<file path="src/rtl/btn_debounce.sv">
// Push-button conditioner: per channel a 2-flop synchronizer followed by a
// counter-qualified debounce FSM. Produces a clean level plus one-cycle
// press/release pulses. All state uses a synchronous active-low reset.
module btn_debounce #(
  parameter int unsigned NUM_BTN         = 4,
  parameter int unsigned DEBOUNCE_CYCLES = 1_000_000
) (
  input  logic               clk,
  input  logic               s_reset_n,
  input  logic [NUM_BTN-1:0] btn_in,
  output logic [NUM_BTN-1:0] btn_level,
  output logic [NUM_BTN-1:0] btn_press,
  output logic [NUM_BTN-1:0] btn_release
);

  localparam int unsigned CNT_W = $clog2(DEBOUNCE_CYCLES + 1);

  // Count value on the edge that commits the new level.
  localparam logic [CNT_W-1:0] CntLast  = CNT_W'(DEBOUNCE_CYCLES - 1);
  localparam logic [CNT_W-1:0] CntFirst = CNT_W'(1);
  localparam logic [CNT_W-1:0] CntOne   = CNT_W'(1);

  typedef enum logic [1:0] {
    StStableLo,
    StChkHi,
    StStableHi,
    StChkLo
  } state_e;

  logic [NUM_BTN-1:0] sync1_q;
  logic [NUM_BTN-1:0] sync2_q;

  // Two-flop synchronizer for the asynchronous pins.
  always_ff @(posedge clk) begin
    if (!s_reset_n) begin
      sync1_q <= '0;
      sync2_q <= '0;
    end else begin
      sync1_q <= btn_in;
      sync2_q <= sync1_q;
    end
  end

  for (genvar i = 0; i < NUM_BTN; i++) begin : g_chan
    state_e           state_q, state_d;
    logic [CNT_W-1:0] cnt_q, cnt_d;
    logic             level_q, level_d;
    logic             press_q, press_d;
    logic             release_q, release_d;
    logic             commit_hi, commit_lo;
    logic             s;

    assign s = sync2_q[i];

    // State, counter and registered outputs; reset wins over every update.
    always_ff @(posedge clk) begin
      if (!s_reset_n) begin
        state_q   <= StStableLo;
        cnt_q     <= '0;
        level_q   <= 1'b0;
        press_q   <= 1'b0;
        release_q <= 1'b0;
      end else begin
        state_q   <= state_d;
        cnt_q     <= cnt_d;
        level_q   <= level_d;
        press_q   <= press_d;
        release_q <= release_d;
      end
    end

    // Next state and count; any sample equal to the stable level clears the count.
    always_comb begin
      state_d   = state_q;
      cnt_d     = '0;
      commit_hi = 1'b0;
      commit_lo = 1'b0;
      unique case (state_q)
        StStableLo: begin
          if (s) begin
            if (DEBOUNCE_CYCLES == 1) begin
              state_d   = StStableHi;
              commit_hi = 1'b1;
            end else begin
              state_d = StChkHi;
              cnt_d   = CntFirst;
            end
          end
        end
        StChkHi: begin
          if (!s) begin
            state_d = StStableLo;
          end else if (cnt_q == CntLast) begin
            state_d   = StStableHi;
            commit_hi = 1'b1;
          end else begin
            cnt_d = cnt_q + CntOne;
          end
        end
        StStableHi: begin
          if (!s) begin
            if (DEBOUNCE_CYCLES == 1) begin
              state_d   = StStableLo;
              commit_lo = 1'b1;
            end else begin
              state_d = StChkLo;
              cnt_d   = CntFirst;
            end
          end
        end
        StChkLo: begin
          if (s) begin
            state_d = StStableHi;
          end else if (cnt_q == CntLast) begin
            state_d   = StStableLo;
            commit_lo = 1'b1;
          end else begin
            cnt_d = cnt_q + CntOne;
          end
        end
        default: begin
          state_d = StStableLo;
        end
      endcase
    end

    // Output next values: pulses only on a commit edge, level follows the commit.
    always_comb begin
      level_d   = level_q;
      press_d   = commit_hi;
      release_d = commit_lo;
      if (commit_hi) begin
        level_d = 1'b1;
      end else if (commit_lo) begin
        level_d = 1'b0;
      end
    end

    assign btn_level[i]   = level_q;
    assign btn_press[i]   = press_q;
    assign btn_release[i] = release_q;
  end

endmodule

</file>
<file path="config.mk">
export PLATFORM = sky130hd
export DESIGN_NAME = btn_debounce
export DESIGN_NICKNAME = d
export VERILOG_FILES = /design/src/rtl/btn_debounce.sv
export SDC_FILE = /design/constraint.sdc
export NUM_CORES = 1
export LEC_CHECK = 0
export BUFFER_PORTS_ARGS = -buffer_cell sky130_fd_sc_hd__buf_2
export CAP_MARGIN = 20
export CORE_MARGIN = 2
export CORE_UTILIZATION = 60
export CTS_CLUSTER_DIAMETER = 100
export DETAILED_ROUTE_END_ITERATION = 10
export PLACE_DENSITY = 0.78
export SLEW_MARGIN = 20
export SYNTH_ARGS = -nofsm -noshare
export SYNTH_HDL_FRONTEND = slang
export SYNTH_SLANG_ARGS = --single-unit
</file>
<file path="constraint.sdc">
create_clock -name clk -period 2.5 [get_ports clk]
set_input_delay 0.25 -clock clk [delete_from_list [all_inputs] [get_ports clk]]
set_output_delay 0.25 -clock clk [all_outputs]
set_load 0.01 [all_outputs]
</file>
==> results of run 1 <==
-- stage by stage --
step           hold slack, ns  total power, mW  setup slack, ns  std cells
3_5_place_dp           0.4190            1.827           0.2745        653
2_1_floorplan          0.3773            1.816           0.3948        552
6_report              0.09111            2.941           0.2354        669
4_1_cts               0.08060            2.962           0.2374        669
5_1_grt               0.07376            3.033           0.1712        669
3_3_place_gp           0.4192            1.824           0.3571        653
-- state kept, by name, indices dropped and copies added, names as in the netlist, named ones only --
| signal | flops |
|---|---|
| g_chan.cnt_q | 80 |
| g_chan.level_q | 4 |
| g_chan.press_q | 4 |
| g_chan.release_q | 4 |
| g_chan.state_q | 4 |
| sync1_q | 4 |
| sync2_q | 4 |
-- final timing paths --
| kind | startpoint | endpoint | slack (ns) |
|---|---|---|---|
| worst max-delay path | g_chan[1].cnt_q[0] | g_chan[1].level_q | 0.24 |
| worst min-delay path | btn_in[3] | sync1_q[3] | 0.09 |
| worst max register to register | g_chan[1].cnt_q[0] | g_chan[1].level_q | 0.24 |
| worst min register to register | sync1_q[2] | sync2_q[2] | 0.45 |
-- synth_stat cells, types with 2 or more instances --
| cell type | instances | share of area, % |
|---|---|---|
| nor2_1 | 60 | 4.7 |
| nand2_1 | 33 | 2.6 |
| o31ai_1 | 8 | 1.2 |
| and4_1 | 8 | 1.4 |
| nor4b_1 | 6 | 1.1 |
| a31o_2 | 2 | 0.36 |
| nor4_1 | 14 | 1.8 |
| clkbuf_1 | 9 | 0.70 |
| ha_1 | 4 | 1.0 |
| nor2b_1 | 7 | 0.91 |
| a31oi_1 | 3 | 0.39 |
| buf_4 | 14 | 2.2 |
| o21bai_1 | 3 | 0.47 |
| o211ai_1 | 4 | 0.62 |
| or3_1 | 21 | 2.7 |
| or2_2 | 3 | 0.39 |
| xnor2_1 | 27 | 4.9 |
| o21a_1 | 3 | 0.47 |
| nand4_1 | 24 | 3.1 |
| o21ai_0 | 21 | 2.2 |
| and3_1 | 14 | 1.8 |
| and2_1 | 12 | 1.6 |
| xor2_1 | 21 | 3.8 |
| a21oi_1 | 30 | 3.1 |
| or4_1 | 15 | 2.3 |
| dfxtp_1 | 108 | 45 |
| inv_1 | 22 | 1.7 |
| nand3_1 | 28 | 2.9 |
| buf_2 | 2 | 0.21 |
| a211oi_1 | 2 | 0.31 |
| nor3_1 | 8 | 0.83 |
-- routing by layer --
layer | wire (um) | vias up
li1 | - | 1984
met1 | 4288 | 1866
met2 | 4572 | 57
met3 | 279 | 14
met4 | 100 | 0
met5 | 0 | -
-- area by class of cell --
cell class,instances,area (sq um),area share (%)
clock buffer,11,131.4,2.543
multi-input combinational,395,2425,46.94
tap,102,127.6,2.470
timing repair buffer,26,152.6,2.955
inverter,22,82.58,1.598
clock inverter,5,85.08,1.647
sequential,108,2162,41.85
-- cell families after synthesis --
logic type | after synthesis | synth area share, %
buf+inv | 49 | 5.100
xor+xnor | 48 | 8.698
simple gates | 261 | 29.82
flops | 108 | 44.73
fa+ha+maj | 4 | 1.036
compound gates | 82 | 10.61
-- power breakdown --
part,total [mW],switching [mW],internal [mW],leakage (nW)
Clock,1.15,0.583,0.571,0.104
Sequential,1.74,0.0114,1.73,0.872
Combinational,0.0428,0.0245,0.0183,0.620
==> out/results.tsv, run 1 <==
stage	metric	value	unit
cts	worstSkewPairLatency	0.36	ns
synth	ys_types	47	
global_route	grt_usage	21.81	%
cts	numCtsBuffers	9	
cts	cts.sinks	108	
critical_path	startpoint_type	flip-flop	
synth	seq_area_frac_synth	44.73	%
synth	synth_cells	552	
floorplan	ioPinCount	18	
hold_path	min_path_cells	2	
cts	cts.clk_slew.worst_paths	0.10	ns
synth	synth_seq_cells	108	
cts	clockBufferDepth	2	
detailed_routing	drc	0	
sta	finalCritPeriodShare	90.58	%
critical_path	arrival	2.51	ns
detailed_routing	wl_per_cell	13.81	um
sta	fin_crit	2.265	ns
critical_path	required	2.74	ns
floorplan	coreArea	0.007767	sq mm
power_and_ir_drop	power_density	569.3	mW/mm^2
sta	max_slew_margin	58.00	%
sta	rsz0062_at_grt	no	
cts	htreeDepth	3	
critical_path	worst_r2r_path_depth	5	
synth	async_reset_ff_share	0	%
cts	cts_tree	done	
hold_path	min-delay-path-class	input port to flip-flop	
cells_and_area	fillers	664	
detailed_routing	antenna_left	0	
status	status	finished clean	
global_route	top_usage_layer	met2	
sta	finalMaxSlewViolations	0	
detailed_routing	drt-total-wl	9240	um
critical_path	critPathBufInv	0	
sta	tns	0	ns
synth	postSynthAreaPerCell	8.756	sq um
global_route	grt.overflow.total	0	
critical_path	crit_chain	ha_1, nand2_1, or4_1, or2_2, a311o_1	
global_route	grtUsageMet1	27.56	%
global_route	grt_pass1_vias	3606	
cts	cts_root_buf	clkbuf_8	
cells_and_area	final_common_cell	dfxtp_1	
synth	synth_edf_count	0	
sta	worst_pin_slew	0.6242	ns
floorplan	die_y	93.76	um
cells_and_area	final_cell_mix	dfxtp_1 (108), nor2_1 (60), nand2_1 (33), a21oi_1 (30), nand3_1 (28)	
place	io_buffer_count	17	
sta	setup_violations	0	
detailed_routing	drt-initial-drc-count	104	
detailed_routing	firstDrtPassIters	4	
critical_path	cp.depth	5	
sta	fin_skew	0.01455	ns
synth	yosys_warnings	0	
global_route	antenna_found_initial	0	
synth	syn-num-nets	562	
detailed_routing	num_vias	3921	
power_and_ir_drop	leakage	1.596	nW
cells_and_area	post-route-cell-area	0.005166	sq mm
global_route	grt_use_met3	4.976	%
cells_and_area	syn_to_final_growth	6.886	%
cells_and_area	drive_above_1_share	8.995	%
global_route	grt_pass1_wl	15690	um
power_and_ir_drop	peakVddDrop	326.3	uV
sta	max_freq	441.6	MHz
floorplan	die_area	0.008790	sq mm
cells_and_area	fin_util	66.51	%
floorplan	initial_core_util	62.23	%
critical_path	critPathTopFamily	simple AND/OR/NAND/NOR gates	
global_route	gr-usage-met2	37.44	%
floorplan	num_rows	32	
job	maxCapViolCount	0	
place	placed_cell_area	0.004950	sq mm
cells_and_area	diodes	0	
critical_path	slowest_delay	0.66	ns
cells_and_area	final_nets	572	
synth	synth_area	0.004833	sq mm
floorplan	die_w	93.76	um
cts	cts_hold_buf	0	
detailed_routing	routed_via_density	5.861	
critical_path	cpMaxStageDelayCell	or4_1	
cts	post-cts-setup-buffers	0	
place	hpwl	6471	um
critical_path	criticalPathCategory	flip-flop to flip-flop	
critical_path	crit_path_end_kind	flip-flop	
cts	ctsResizeCount	0	
place	gp_congestion	0.8231	
global_route	grt_max_degree	33	
sta	hold_violations	0	
critical_path	path_max_fanout	7	
synth	synth_flop_cell	dfxtp_1	
Power figures use the tool's default switching activity.
==> run 2, diff against run 1 <==
CTS_BUF_LIST = sky130_fd_sc_hd__clkbuf_16   (was not set)
HOLD_SLACK_MARGIN = 0.06   (was not set)
==> run 2 against run 1 <==
  * Clock skew fell by 0.0066 ns
  * Utilization is 1.3 points higher
  * Critical path depth is the same
  * Via count up 0.92%
  * Global-route usage is 0.56 points higher
  * Non-clock buffer count unchanged
  * Final cell count is the same
  * Maximum frequency rose by 0.38%
  * Worst hold slack improved by 0.023 ns
==> out/results.tsv, run 2 (synthesis gave the netlist of run 1 again) <==
stage	metric	value	unit	change
critical_path	cpMaxStageDelayCell	or4_1		unchanged
critical_path	crit_chain	ha_1, nand2_1, or4_1, or2_2, a311o_1		unchanged
place	gp_congestion	0.8231		unchanged
cells_and_area	final_nets	572		unchanged
hold_path	hp-start	btn_in[3]		unchanged
cts	cts_tree	done		unchanged
global_route	grt_max_degree	33		unchanged
detailed_routing	firstDrtPassIters	4		unchanged
cells_and_area	final_common_cell	dfxtp_1		unchanged
status	status	finished clean		unchanged
global_route	grt_usage	22.37	%	was 21.81%
cells_and_area	final_cell_mix	dfxtp_1 (108), nor2_1 (60), nand2_1 (33), a21oi_1 (30), nand3_1 (28)		unchanged
critical_path	crit_path_end_kind	flip-flop		unchanged
critical_path	slowest_delay	0.66	ns	about the same
hold_path	worstHoldEndpoint	sync1_q[3]		unchanged
cells_and_area	largest_reg_flops	80		unchanged
hold_path	min-delay-path-class	input port to flip-flop		unchanged
hold_path	min_path_cells	2		unchanged
sta	finalCritPeriodShare	90.24	%	was 90.58%
floorplan	initial_core_util	62.23	%	unchanged
cells_and_area	post-route-cell-area	0.005268	sq mm	was 0.005166 sq mm
sta	holdWs	0.1143	ns	was 0.09111 ns
cts	cts_root_buf	clkbuf_16		was clkbuf_8
cts	cts.clk_slew.worst_paths	0.07	ns	was 0.10 ns
detailed_routing	antenna_left	0		unchanged
cts	numCtsBuffers	9		unchanged
critical_path	path_max_fanout	7		unchanged
floorplan	die_w	93.76	um	unchanged
sta	rsz0062_at_grt	no		unchanged
job	maxCapViolCount	0		unchanged
cts	worstSkewPairLatency	0.34	ns	was 0.36 ns
detailed_routing	drc	0		unchanged
critical_path	cp-startpoint	g_chan[1].cnt_q[0]		unchanged
floorplan	coreArea	0.007767	sq mm	unchanged
sta	hold_violations	0		unchanged
cells_and_area	drive_above_1_share	8.995	%	unchanged
cts	htreeDepth	3		unchanged
detailed_routing	drt-total-wl	9427	um	was 9240 um
place	hpwl	6471	um	unchanged
cells_and_area	syn_to_final_growth	8.983	%	was 6.886%
floorplan	die_area	0.008790	sq mm	unchanged
cts	cts.sinks	108		unchanged
power_and_ir_drop	leakage	1.651	nW	was 1.596 nW
cts	clockBufferDepth	2		unchanged
critical_path	startpoint_type	flip-flop		unchanged
sta	setup_violations	0		unchanged
cells_and_area	diodes	0		unchanged
detailed_routing	wl_per_cell	14.09	um	was 13.81 um
critical_path	criticalPathCategory	flip-flop to flip-flop		unchanged
critical_path	reg2reg_from	g_chan[1].cnt_q[0]		unchanged
floorplan	die_y	93.76	um	unchanged
sta	max_slew_margin	59.65	%	was 58.00%
cts	post-cts-setup-buffers	0		unchanged
sta	worst_pin_slew	0.5997	ns	was 0.6242 ns
sta	tns	0	ns	unchanged
cts	ctsResizeCount	0		unchanged
critical_path	worst_r2r_path_depth	5		unchanged
power_and_ir_drop	peakVddDrop	397.3	uV	was 326.3 uV
critical_path	reg2reg_slack	0.24	ns	about the same
global_route	grt_pass1_vias	3647		was 3606
place	io_buffer_count	17		unchanged
floorplan	ioPinCount	18		unchanged
place	placed_cell_area	0.004950	sq mm	unchanged
sta	fin_skew	0.007932	ns	was 0.01455 ns
critical_path	arrival	2.48	ns	was 2.51 ns
critical_path	timing.rr.end	g_chan[1].level_q		unchanged
global_route	grt_pass1_wl	16040	um	was 15690 um
cts	cts_hold_buf	0		unchanged
sta	fin_crit	2.256	ns	was 2.265 ns
sta	max_freq	443.3	MHz	was 441.6 MHz
detailed_routing	drt-initial-drc-count	131		was 104
critical_path	required	2.73	ns	was 2.74 ns
global_route	grt.overflow.total	0		unchanged
global_route	antenna_found_initial	0		unchanged
critical_path	critPathTopFamily	simple AND/OR/NAND/NOR gates		unchanged
detailed_routing	routed_via_density	5.915		was 5.861
cells_and_area	largest-register	g_chan.cnt_q		unchanged
floorplan	num_rows	32		unchanged
detailed_routing	num_vias	3957		was 3921
critical_path	critPathBufInv	0		unchanged
power_and_ir_drop	power_density	623.7	mW/mm^2	was 569.3 mW/mm^2
sta	finalMaxSlewViolations	0		unchanged
==> run 2: changes by cell type in the layout (fill, tap and decap cells not counted), sizes merged <==
cell	before	now
inv	23	25
clkbuf	11	9
==> run 2: power by group <==
part	switching [mW]	total, mW	internal, mW
clock network	0.623	1.50	0.876
logic	0.0236	0.0419	0.0182
registers	0.0121	1.75	1.73
==> run 2: worst register-to-register path, delay by kind of cell, from the launching register on <==
kind	cells	cell delay, ns
fa+ha+maj	1	0.27
compound gates	1	0.34
flops	1	0.40
simple gates	3	1.13
==> run 2: how the worst max path moves through the flow <==
| stage | cells past startpoint | endpoint | slack [ns] |
|---|---|---|---|
| 5_1_grt | 5 | g_chan[1].level_q | 0.18 |
| 3_5_place_dp | 5 | g_chan[1].level_q | 0.27 |
| 2_1_floorplan | 7 | g_chan[1].cnt_q[10] | 0.39 |
| 4_1_cts | 5 | g_chan[1].level_q | 0.25 |
| 3_3_place_gp | 4 | g_chan[0].level_q | 0.36 |
| 6_report | 5 | g_chan[1].level_q | 0.24 |
==> run 2: layout make-up <==
type | count | area (sq um)
Sequential cell | 108 | 2162
Fill cell | 652 | 2500
Clock buffer | 9 | 225.2
Multi-Input combinational cell | 395 | 2425
Tap cell | 102 | 127.6
Timing Repair Buffer | 26 | 152.6
Clock inverter | 7 | 92.59
Inverter | 22 | 82.58
==> run 2: metrics by stage <==
stage	utilization (%)	power, mW	instances	setup slack [ns]
after floorplan	-	1.816	552	0.3948
after global placement	63.72	1.824	653	0.3571
after global routing	67.82	3.382	669	0.1750
after detailed placement	63.72	1.827	653	0.2745
after CTS	67.82	3.312	669	0.2528
final	67.82	3.286	669	0.2440
==> run 2: routing by layer <==
| metal | track usage (%) | vias up | part of all wire [%] |
|---|---|---|---|
| met5 | 0 | - | 0 |
| li1 | - | 1991 | - |
| met4 | 7.729 | 0 | 1.3 |
| met2 | 38.69 | 86 | 50 |
| met3 | 4.655 | 11 | 3.9 |
| met1 | 27.61 | 1869 | 45 |
==> run 3, diff against run 2 <==
CORE_ASPECT_RATIO = 0.75   (was not set)
PLACE_DENSITY = 0.75   (was 0.78)
==> run 3 against run 2 <==
  * Largest cell class unchanged
  * Flip-flop and latch count is the same
  * Clock skew decreased by 0.0030 ns
  * Final cell count up 0.45%
  * Final area fell by 1.2%
  * Via count decreased by 1.5%
  * Die area barely moved
  * Worst hold slack gained 0.012 ns
  * Critical path type unchanged
  * Global-route usage rose by 0.24 points
  * First-iteration DRC count up 44%
  * Sequential share of layout area grew 0.48 points
  * Combinational power is 7.9% higher
==> out/results.tsv, run 3 (synthesis gave the netlist of run 1 again) <==
stage	metric	value	unit	change
critical_path	crit_path_end_kind	flip-flop		unchanged
cells_and_area	syn_to_final_growth	7.714	%	was 8.983%
cells_and_area	final_cell_mix	dfxtp_1 (108), nor2_1 (60), nand2_1 (33), a21oi_1 (30), nand3_1 (28)		unchanged
detailed_routing	num_vias	3898		was 3957
global_route	antenna_found_initial	0		unchanged
floorplan	initial_core_util	61.59	%	was 62.23%
floorplan	die_y	81.73	um	was 93.76 um
cells_and_area	diodes	0		unchanged
cells_and_area	drive_above_1_share	8.289	%	was 8.995%
detailed_routing	drt-initial-drc-count	188		was 131
job	maxCapViolCount	0		unchanged
global_route	grt_pass1_wl	15820	um	was 16040 um
cts	htreeDepth	3		unchanged
place	gp_congestion	0.8529		was 0.8231
place	placed_cells_incl_taps	656		was 653
global_route	grtUsageMet1	28.17	%	was 27.61%
critical_path	startpoint_type	flip-flop		unchanged
critical_path	path_max_fanout	7		unchanged
cts	worstSkewPairLatency	0.34	ns	about the same
power_and_ir_drop	peakVddDrop	379.1	uV	was 397.3 uV
sta	tns	0	ns	unchanged
power_and_ir_drop	leakage	1.628	nW	was 1.651 nW
cts	cts_hold_buf	0		unchanged
global_route	grt_usage	22.61	%	was 22.37%
detailed_routing	wl_per_cell	13.72	um	was 14.09 um
cells_and_area	largest_reg_flops	80		unchanged
cts	clockBufferDepth	2		unchanged
sta	rsz0062_at_grt	no		unchanged
cells_and_area	final_common_cell	dfxtp_1		unchanged
power_and_ir_drop	power_density	582.5	mW/mm^2	was 623.7 mW/mm^2
global_route	top_usage_layer	met2		unchanged
sta	finalMaxSlewViolations	0		unchanged
cts	cts_root_buf	clkbuf_16		unchanged
cts	cts.clk_slew.worst_paths	0.07	ns	about the same
cts	ctsResizeCount	0		unchanged
detailed_routing	antenna_left	0		unchanged
global_route	gr-usage-met2	38.05	%	was 38.69%
sta	worst_pin_slew	0.6308	ns	was 0.5997 ns
critical_path	criticalPathCategory	flip-flop to flip-flop		unchanged
cells_and_area	final_nets	572		unchanged
sta	fin_crit	2.200	ns	was 2.256 ns
cells_and_area	multi_input_area	0.002425	sq mm	unchanged
sta	hold_violations	0		unchanged
hold_path	min-delay-path-class	input port to flip-flop		unchanged
sta	setup_violations	0		unchanged
cts	post-cts-setup-buffers	0		unchanged
cells_and_area	largest-register	g_chan.cnt_q		unchanged
cells_and_area	fin_util	66.34	%	was 67.82%
status	status	finished clean		unchanged
floorplan	die_area	0.008797	sq mm	was 0.008790 sq mm
critical_path	arrival	2.43	ns	was 2.48 ns
cts	cts_tree	done		unchanged
detailed_routing	routed_via_density	5.801		was 5.915
global_route	grt_max_degree	32		was 33
detailed_routing	firstDrtPassIters	4		unchanged
cts	cts.sinks	108		unchanged
sta	max_slew_margin	57.56	%	was 59.65%
cts	numCtsBuffers	9		unchanged
floorplan	die_w	107.6	um	was 93.76 um
sta	max_freq	454.6	MHz	was 443.3 MHz
global_route	grt.overflow.total	0		unchanged
cells_and_area	fillers	655		was 652
cells_and_area	regArea	0.002162	sq mm	unchanged
global_route	grt_use_met3	7.063	%	was 4.655%
place	io_buffer_count	17		unchanged
detailed_routing	drc	0		unchanged
global_route	grt_pass1_vias	3644		was 3647
place	hpwl	6404	um	was 6471 um
cells_and_area	fin_cells	672		was 669
floorplan	ioPinCount	18		unchanged
floorplan	coreArea	0.007848	sq mm	was 0.007767 sq mm
detailed_routing	drt-total-wl	9222	um	was 9427 um
sta	finalCritPeriodShare	87.99	%	was 90.24%
floorplan	num_rows	28		was 32
critical_path	required	2.73	ns	about the same
sta	fin_skew	0.004967	ns	was 0.007932 ns
## run 3: changes by cell type in the layout (fill, tap and decap cells not counted)
| cell | previous run | this run |
|---|---|---|
| bufinv_16 | 2 | 0 |
| clkinv_1 | 0 | 3 |
| clkinv_2 | 0 | 1 |
| clkinv_4 | 1 | 0 |
| clkinvlp_4 | 1 | 0 |
| inv_1 | 24 | 25 |
| inv_6 | 1 | 0 |
## run 3: area by class of cell
cell class	instances	share of cell area, %
clock inverters	7	0.5287
clock buffers	9	4.326
repair buffers	26	2.932
inverters	22	1.586
multi-input cells	395	46.58
well taps	105	2.523
flip-flops and latches	108	41.53
## run 3: where the power goes
group | internal [mW] | total (mW) | switching [mW]
Combinational | 0.0193 | 0.0452 | 0.0259
Clock | 0.653 | 1.24 | 0.591
Sequential | 1.73 | 1.74 | 0.0101
## run 3: per-layer routing
layer,wire length [um],vias to the layer above
met5,0,-
met4,124,0
met3,422,15
met2,4348,68
met1,4327,1821
li1,-,1994
## run 3: through the flow
stage	setup WS [ns]	hold slack, ns	area, sq um	power (mW)
floorplan	0.3948	0.3773	4833	1.816
global placement	0.3559	0.4137	4954	1.825
detailed placement	0.3184	0.4224	4954	1.827
CTS	0.2804	0.1232	5206	3.063
global route	0.1994	0.1195	5206	3.139
finish	0.3001	0.1263	5206	3.033
## run 3: worst max-delay path, stage by stage (launching register included)
cell and delay, ns:
dfxtp_1 0.38, ha_1 0.24, nand2_1 0.12, or4_1 0.65, or2_2 0.34, a311o_1 0.36
## run 3: worst paths after layout
check / start / endpoint / slack [ns] / depth (start not counted)
setup / recovery: g_chan[1].cnt_q[0] / g_chan[1].level_q / 0.30 / 5
hold / removal: btn_in[1] / sync1_q[1] / 0.13 / 2
setup reg to reg: g_chan[1].cnt_q[0] / g_chan[1].level_q / 0.30 / 5
hold reg to reg: sync1_q[3] / sync2_q[3] / 0.44 / 1
